==> src/rtl/exec_pkg.sv <==
// Shared definitions for the execute-buffer read side: entry class codes,
// default entry width and the lane slot state encoding.
// No ports; imported by execute_issue_reader and issue_slot.
package exec_pkg;

  localparam int DATA_W_DEFAULT = 128;

  // Entry class lives in the two MSBs of each buffer entry.
  localparam logic [1:0] CLS_ALU = 2'b00;
  localparam logic [1:0] CLS_MUL = 2'b01;
  localparam logic [1:0] CLS_LSU = 2'b10;
  localparam logic [1:0] CLS_ILL = 2'b11;

  typedef enum logic {
    SLOT_EMPTY = 1'b0,
    SLOT_FULL  = 1'b1
  } slot_state_e;

endpackage

==> src/rtl/issue_slot.sv <==
// Single-entry lane output register with valid/ready handshake, load and flush.
// Ports: clk_i/rst_ni, flush_i (clear), load_i/data_i (fill), ready_i (lane
// accepts), valid_o/data_o (slot contents). Data holds while empty or stalled.
module issue_slot
  import exec_pkg::*;
#(
  parameter int DATA_W = DATA_W_DEFAULT
) (
  input  logic              clk_i,
  input  logic              rst_ni,
  input  logic              flush_i,
  input  logic              load_i,
  input  logic [DATA_W-1:0] data_i,
  input  logic              ready_i,
  output logic              valid_o,
  output logic [DATA_W-1:0] data_o
);

  slot_state_e       state_q, state_d;
  logic [DATA_W-1:0] data_q, data_d;

  always_ff @(posedge clk_i or negedge rst_ni) begin
    if (!rst_ni) begin
      state_q <= SLOT_EMPTY;
      data_q  <= '0;
    end else begin
      state_q <= state_d;
      data_q  <= data_d;
    end
  end

  // Load is only asserted by the parent when the slot is free, so in FULL a
  // load always coincides with the lane taking the current entry.
  always_comb begin
    state_d = state_q;
    data_d  = data_q;
    if (flush_i) begin
      state_d = SLOT_EMPTY;
    end else begin
      case (state_q)
        SLOT_EMPTY: begin
          if (load_i) begin
            state_d = SLOT_FULL;
            data_d  = data_i;
          end
        end
        SLOT_FULL: begin
          if (load_i) begin
            data_d = data_i;
          end else if (ready_i) begin
            state_d = SLOT_EMPTY;
          end
        end
        default: state_d = SLOT_EMPTY;
      endcase
    end
  end

  assign valid_o = (state_q == SLOT_FULL);
  assign data_o  = data_q;

endmodule

==> src/rtl/execute_issue_reader.sv <==
// In-order drain of the execute buffer into two lane slots (lane0 MUL/ALU,
// lane1 LSU/ALU); illegal-class entries are popped, dropped and flagged.
// Ports: clk/rst_n, flush, buf_* (FWFT head + pop), lane0_*/lane1_* slots,
// illegal_drop pulse. Optional ISSUE_STATS_EN adds stat_issued/stall/drop.
module execute_issue_reader
  import exec_pkg::*;
#(
  parameter int DATA_W = DATA_W_DEFAULT
`ifdef ISSUE_STATS_EN
  ,
  parameter int CNT_W  = 16
`endif
) (
  input  logic              clk,
  input  logic              rst_n,
  input  logic              flush,
  input  logic              buf_empty,
  input  logic [DATA_W-1:0] buf_data,
  output logic              buf_read,
  output logic              lane0_valid,
  input  logic              lane0_ready,
  output logic [DATA_W-1:0] lane0_data,
  output logic              lane1_valid,
  input  logic              lane1_ready,
  output logic [DATA_W-1:0] lane1_data,
  output logic              illegal_drop
`ifdef ISSUE_STATS_EN
  ,
  output logic [CNT_W-1:0]  stat_issued,
  output logic [CNT_W-1:0]  stat_stall,
  output logic [CNT_W-1:0]  stat_drop
`endif
);

  logic [1:0] cls;
  logic       free0, free1;
  logic       load0, load1, pop_ill;
  logic       drop_q;

  assign cls   = buf_data[DATA_W-1 -: 2];
  // A full slot whose lane takes the entry this cycle can be refilled now.
  assign free0 = !lane0_valid || lane0_ready;
  assign free1 = !lane1_valid || lane1_ready;

  // Only the head is considered; if its target is busy nothing younger moves.
  always_comb begin
    buf_read = 1'b0;
    load0    = 1'b0;
    load1    = 1'b0;
    pop_ill  = 1'b0;
    if (!flush && !buf_empty) begin
      case (cls)
        CLS_ALU: begin
          load0    = free0;
          load1    = !free0 && free1;
          buf_read = free0 || free1;
        end
        CLS_MUL: begin
          load0    = free0;
          buf_read = free0;
        end
        CLS_LSU: begin
          load1    = free1;
          buf_read = free1;
        end
        default: begin
          pop_ill  = 1'b1;
          buf_read = 1'b1;
        end
      endcase
    end
  end

  issue_slot #(.DATA_W(DATA_W)) u_slot0 (
    .clk_i   (clk),
    .rst_ni  (rst_n),
    .flush_i (flush),
    .load_i  (load0),
    .data_i  (buf_data),
    .ready_i (lane0_ready),
    .valid_o (lane0_valid),
    .data_o  (lane0_data)
  );

  issue_slot #(.DATA_W(DATA_W)) u_slot1 (
    .clk_i   (clk),
    .rst_ni  (rst_n),
    .flush_i (flush),
    .load_i  (load1),
    .data_i  (buf_data),
    .ready_i (lane1_ready),
    .valid_o (lane1_valid),
    .data_o  (lane1_data)
  );

  always_ff @(posedge clk or negedge rst_n) begin
    if (!rst_n) drop_q <= 1'b0;
    else        drop_q <= pop_ill;
  end

  assign illegal_drop = drop_q;

`ifdef ISSUE_STATS_EN
  logic [CNT_W-1:0] issued_q, stall_q, sdrop_q;
  logic             inc_issued, inc_stall;

  assign inc_issued = buf_read && !pop_ill;
  assign inc_stall  = !buf_empty && !buf_read && !flush;

  // Counters stick at all-ones rather than wrapping.
  always_ff @(posedge clk or negedge rst_n) begin
    if (!rst_n) begin
      issued_q <= '0;
      stall_q  <= '0;
      sdrop_q  <= '0;
    end else begin
      if (inc_issued && !(&issued_q)) issued_q <= issued_q + 1'b1;
      if (inc_stall  && !(&stall_q))  stall_q  <= stall_q + 1'b1;
      if (pop_ill    && !(&sdrop_q))  sdrop_q  <= sdrop_q + 1'b1;
    end
  end

  assign stat_issued = issued_q;
  assign stat_stall  = stall_q;
  assign stat_drop   = sdrop_q;
`endif

endmodule

==> config.mk <==
export PLATFORM = sky130hd
export DESIGN_NAME = execute_issue_reader
export DESIGN_NICKNAME = d
export VERILOG_FILES = /design/src/rtl/exec_pkg.sv /design/src/rtl/issue_slot.sv /design/src/rtl/execute_issue_reader.sv
export SDC_FILE = /design/constraint.sdc
export NUM_CORES = 1
export LEC_CHECK = 0
export CELL_PAD_IN_SITES_DETAIL_PLACEMENT = 1
export CELL_PAD_IN_SITES_GLOBAL_PLACEMENT = 2
export CORE_AREA = 4 4 183 185
export CTS_CLUSTER_DIAMETER = 50
export CTS_CLUSTER_SIZE = 25
export DETAILED_ROUTE_END_ITERATION = 10
export DIE_AREA = 0 0 187 189
export GPL_TIMING_DRIVEN = 0
export PLACE_DENSITY = 0.85
export SYNTH_ARGS = -nofsm -noshare
export SYNTH_HDL_FRONTEND = slang
export SYNTH_SLANG_ARGS = --single-unit
==> constraint.sdc <==
create_clock -name clk -period 3.96 [get_ports clk]
set_input_delay 0.792 -clock clk [delete_from_list [all_inputs] [get_ports clk]]
set_output_delay 0.792 -clock clk [all_outputs]
set_load 0.02 [all_outputs]
==> out/results.ini <==
[power]
p_leak_nw = 6.61
pwr-share-clk_pct = 32.2
p_per_area_mw_per_mm2 = 627
switching_share_pct = 30.6
ir_worst_vdd_uv = 397
p_int_mw = 6.70
share_seq_of_total_power_pct = 36.8
comb_power_share_pct = 31.0
power.switching_mw = 2.96

[critical_path]
arrival_ns = 2.94
slowest_delay_ns = 0.63
startpoint_type = input pin
critPathBufInv = 3
critPathTopFamily = buffers and inverters
cp-end-kind = output port
critical_path.cell_chain = clkdlybuf4s50_1 -> nor4_4 -> buf_4 -> a211o_1 -> clkdlybuf4s50_1
critPathRequiredTime_ns = 3.17
path_common_cell = clkdlybuf4s50_1
criticalPathCategory = input pin to output port
slowest_stage = clkdlybuf4s50_1
crit_path_max_fanout = 19
reg2reg_setup_slack_ns = 1.94

[cells_and_area]
final_area_mm2 = 0.0154
final_cell_mix = clkdlybuf4s50_1, dfrtp_1, mux2_2
final_common_cell = clkdlybuf4s50_1
drive_gt1_share_pct = 34.0
fill_cells = 3161
area_delta_synth_final_pct = 58.2
finalNetCount = 1122
antenna_cells = 0

[placement]
hpwlAfterDp_um = 22000
numPortBuffers = 393
post_dp_cell_area_mm2 = 0.0143
gp_congestion = 0.732
place_ws_ns = -0.228

[sta]
worst_slew_pin_slew_ns = 0.593
period_needed_ns = 3.73
fin_skew_ns = 0.0261
setup_viol = 0
hold_slack_ns = 0.205
finalMaxSlewViolations = 0
maxSlewHeadroom_pct = 60.5
rsz0062_at_grt = false
worst_slack_ns = 0.226
fmax_ghz = 0.268
hold_viol = 0
fin_crit_sh_pct = 94.3
fin_setup_tns_ns = 0

[clock_tree]
cts_sinks = 259
clkTransAtPathRegs_ns = 0.06
htreeDepth = 2
cts.root.buffer_cell = clkbuf_16
numCtsBuffers = 35
clock_path_buffers = 3
cts_tree = done
clock_latency_ns = 0.51

[floorplan]
start_util_pct = 30.4
core_area_mm2 = 0.0320
die_y_um = 189
rows = 66
die_x_um = 187
io_pins = 394
design.die.area_mm2 = 0.0353

[grt]
grt-ovfl-total = 0
antenna_found_initial = 2
grt_max_degree = 108
grt_pass1_wl_um = 45900
grt_usage_pct = 16.5
grt_pass1_vias = 7439

[detailed_routing]
drc = 0
avgViaCountPerCell = 4.54
num_vias = 6453
drt-total-wl_um = 29500
final_antenna_net_count = 0
drt_iter0_drc = 151
drt_first_pass_iters = 4
avgRoutedWirePerCell_um = 20.8

[outcome]
status = finished clean

[job]
maxCapViolCount = 0

[worst_hold_path]
hp-class = input pin to async pin

[synth]
seq_area_frac_synth_pct = 66.5
synth.avg_cell_area_um2 = 17.5
syn-num-nets = 691
synth_cell_types = 22
syn_area_mm2 = 0.00975
netlist_instances = 557
yosysWarnings = 0
synth_seq_cells = 259

-- registers in the layout, indices dropped and copies added, names as in the netlist --
signal,cells
illegal_drop,1
u_slot1.valid_o,1
u_slot0.data_o,128
u_slot1.data_o,128
u_slot0.valid_o,1
-- through the flow --
| step | util, % | cells | power, mW |
|---|---|---|---|
| global placement | 44.3 | 1358 | 6.55 |
| finish | 48.1 | 1422 | 9.66 |
| CTS | 48.1 | 1422 | 9.83 |
| global route | 48.1 | 1422 | 10.1 |
| floorplan | - | 557 | 4.92 |
| detailed placement | 44.5 | 1360 | 6.62 |
-- what timing repair did --
item                                    in CTS  in global routing
resized for setup                            2                  0
endpoints found under the setup margin       1                  0
buffers inserted                             0                  0
hold endpoints to repair                     0                  0
hold buffers                                 0                  0
-- path summary, 6_finish.rpt --
path / start / endpoint / depth (start not counted)
setup / recovery: buf_data[127] / buf_read / 5
hold / removal: rst_n / u_slot1.data_o[9] / 1
setup reg to reg: u_slot0.valid_o / u_slot1.data_o[76] / 6
hold reg to reg: u_slot1.data_o[126] / u_slot1.data_o[126] / 1
max in group asynchronous: rst_n / u_slot0.data_o[63] / 2
min in group clk: u_slot1.data_o[126] / u_slot1.data_o[126] / 1
-- layout make-up --
| type | instances | area, um2 | share of cell area [%] |
|---|---|---|---|
| plain buffers | 27 | 185 | 1.20 |
| clock buffers | 38 | 887 | 5.75 |
| clock inverters | 25 | 273 | 1.77 |
| inverters | 1 | 3.75 | 0.0243 |
| multi-input cells | 269 | 3080 | 20.0 |
| flip-flops and latches | 259 | 6480 | 42.0 |
| well taps | 408 | 510 | 3.31 |
| repair buffers | 395 | 3990 | 25.9 |
-- worst reg2reg max path, cell delays in order, from the launching register on --
cell and delay (ns):
dfrtp_1 0.38, nor2b_1 0.21, o2111ai_1 0.19, buf_2 0.34, buf_6 0.22, buf_6 0.22, mux2_4 0.32
-- cells in the mapped netlist --
master	count	share of area, %
nor2b_1	2	0.13
a32o_1	1	0.10
a21o_1	1	0.077
buf_2	15	0.77
and2_1	1	0.064
nor3_4	1	0.17
dfrtp_1	259	66
a211o_1	1	0.090
buf_4	9	0.69
nand2b_1	1	0.064
nor3_1	1	0.051
nand3_1	1	0.051
o21ai_0	1	0.051
mux2_4	29	4.5
nor4_2	1	0.13
inv_1	1	0.038
buf_6	4	0.46
a21oi_1	1	0.051
nand2_1	1	0.038
nor2_1	1	0.038
o2111ai_1	1	0.090
mux2_2	224	26
-- power groups by stage --
stage | sequential [mW] | combinational, mW | clock [mW]
finish | 3.56 | 2.99 | 3.11
global placement | 3.58 | 2.98 | 0
CTS | 3.57 | 3.04 | 3.22
floorplan | 4.31 | 0.604 | 0
global route | 3.64 | 3.14 | 3.35
detailed placement | 3.60 | 3.02 | 0
-- cells by family after synthesis --
group                  after synthesis  share of synthesized area, %
multiplexers                       253                          30.3
AND/OR/NAND/NOR                     10                         0.732
flip-flops                         259                          66.5
buffers and inverters               29                          1.96
AO/OA/AOI/OAI                        6                         0.462
-- per-layer routing --
metal / track usage [%] / wire length (um) / vias up
met5: 0 / 26 / -
met4: 3.53 / 502 / 4
met3: 7.91 / 3110 / 37
met2: 28.8 / 14600 / 281
met1: 18.6 / 11300 / 3279
li1: - / - / 2852
(Power assumes the default switching activity.)
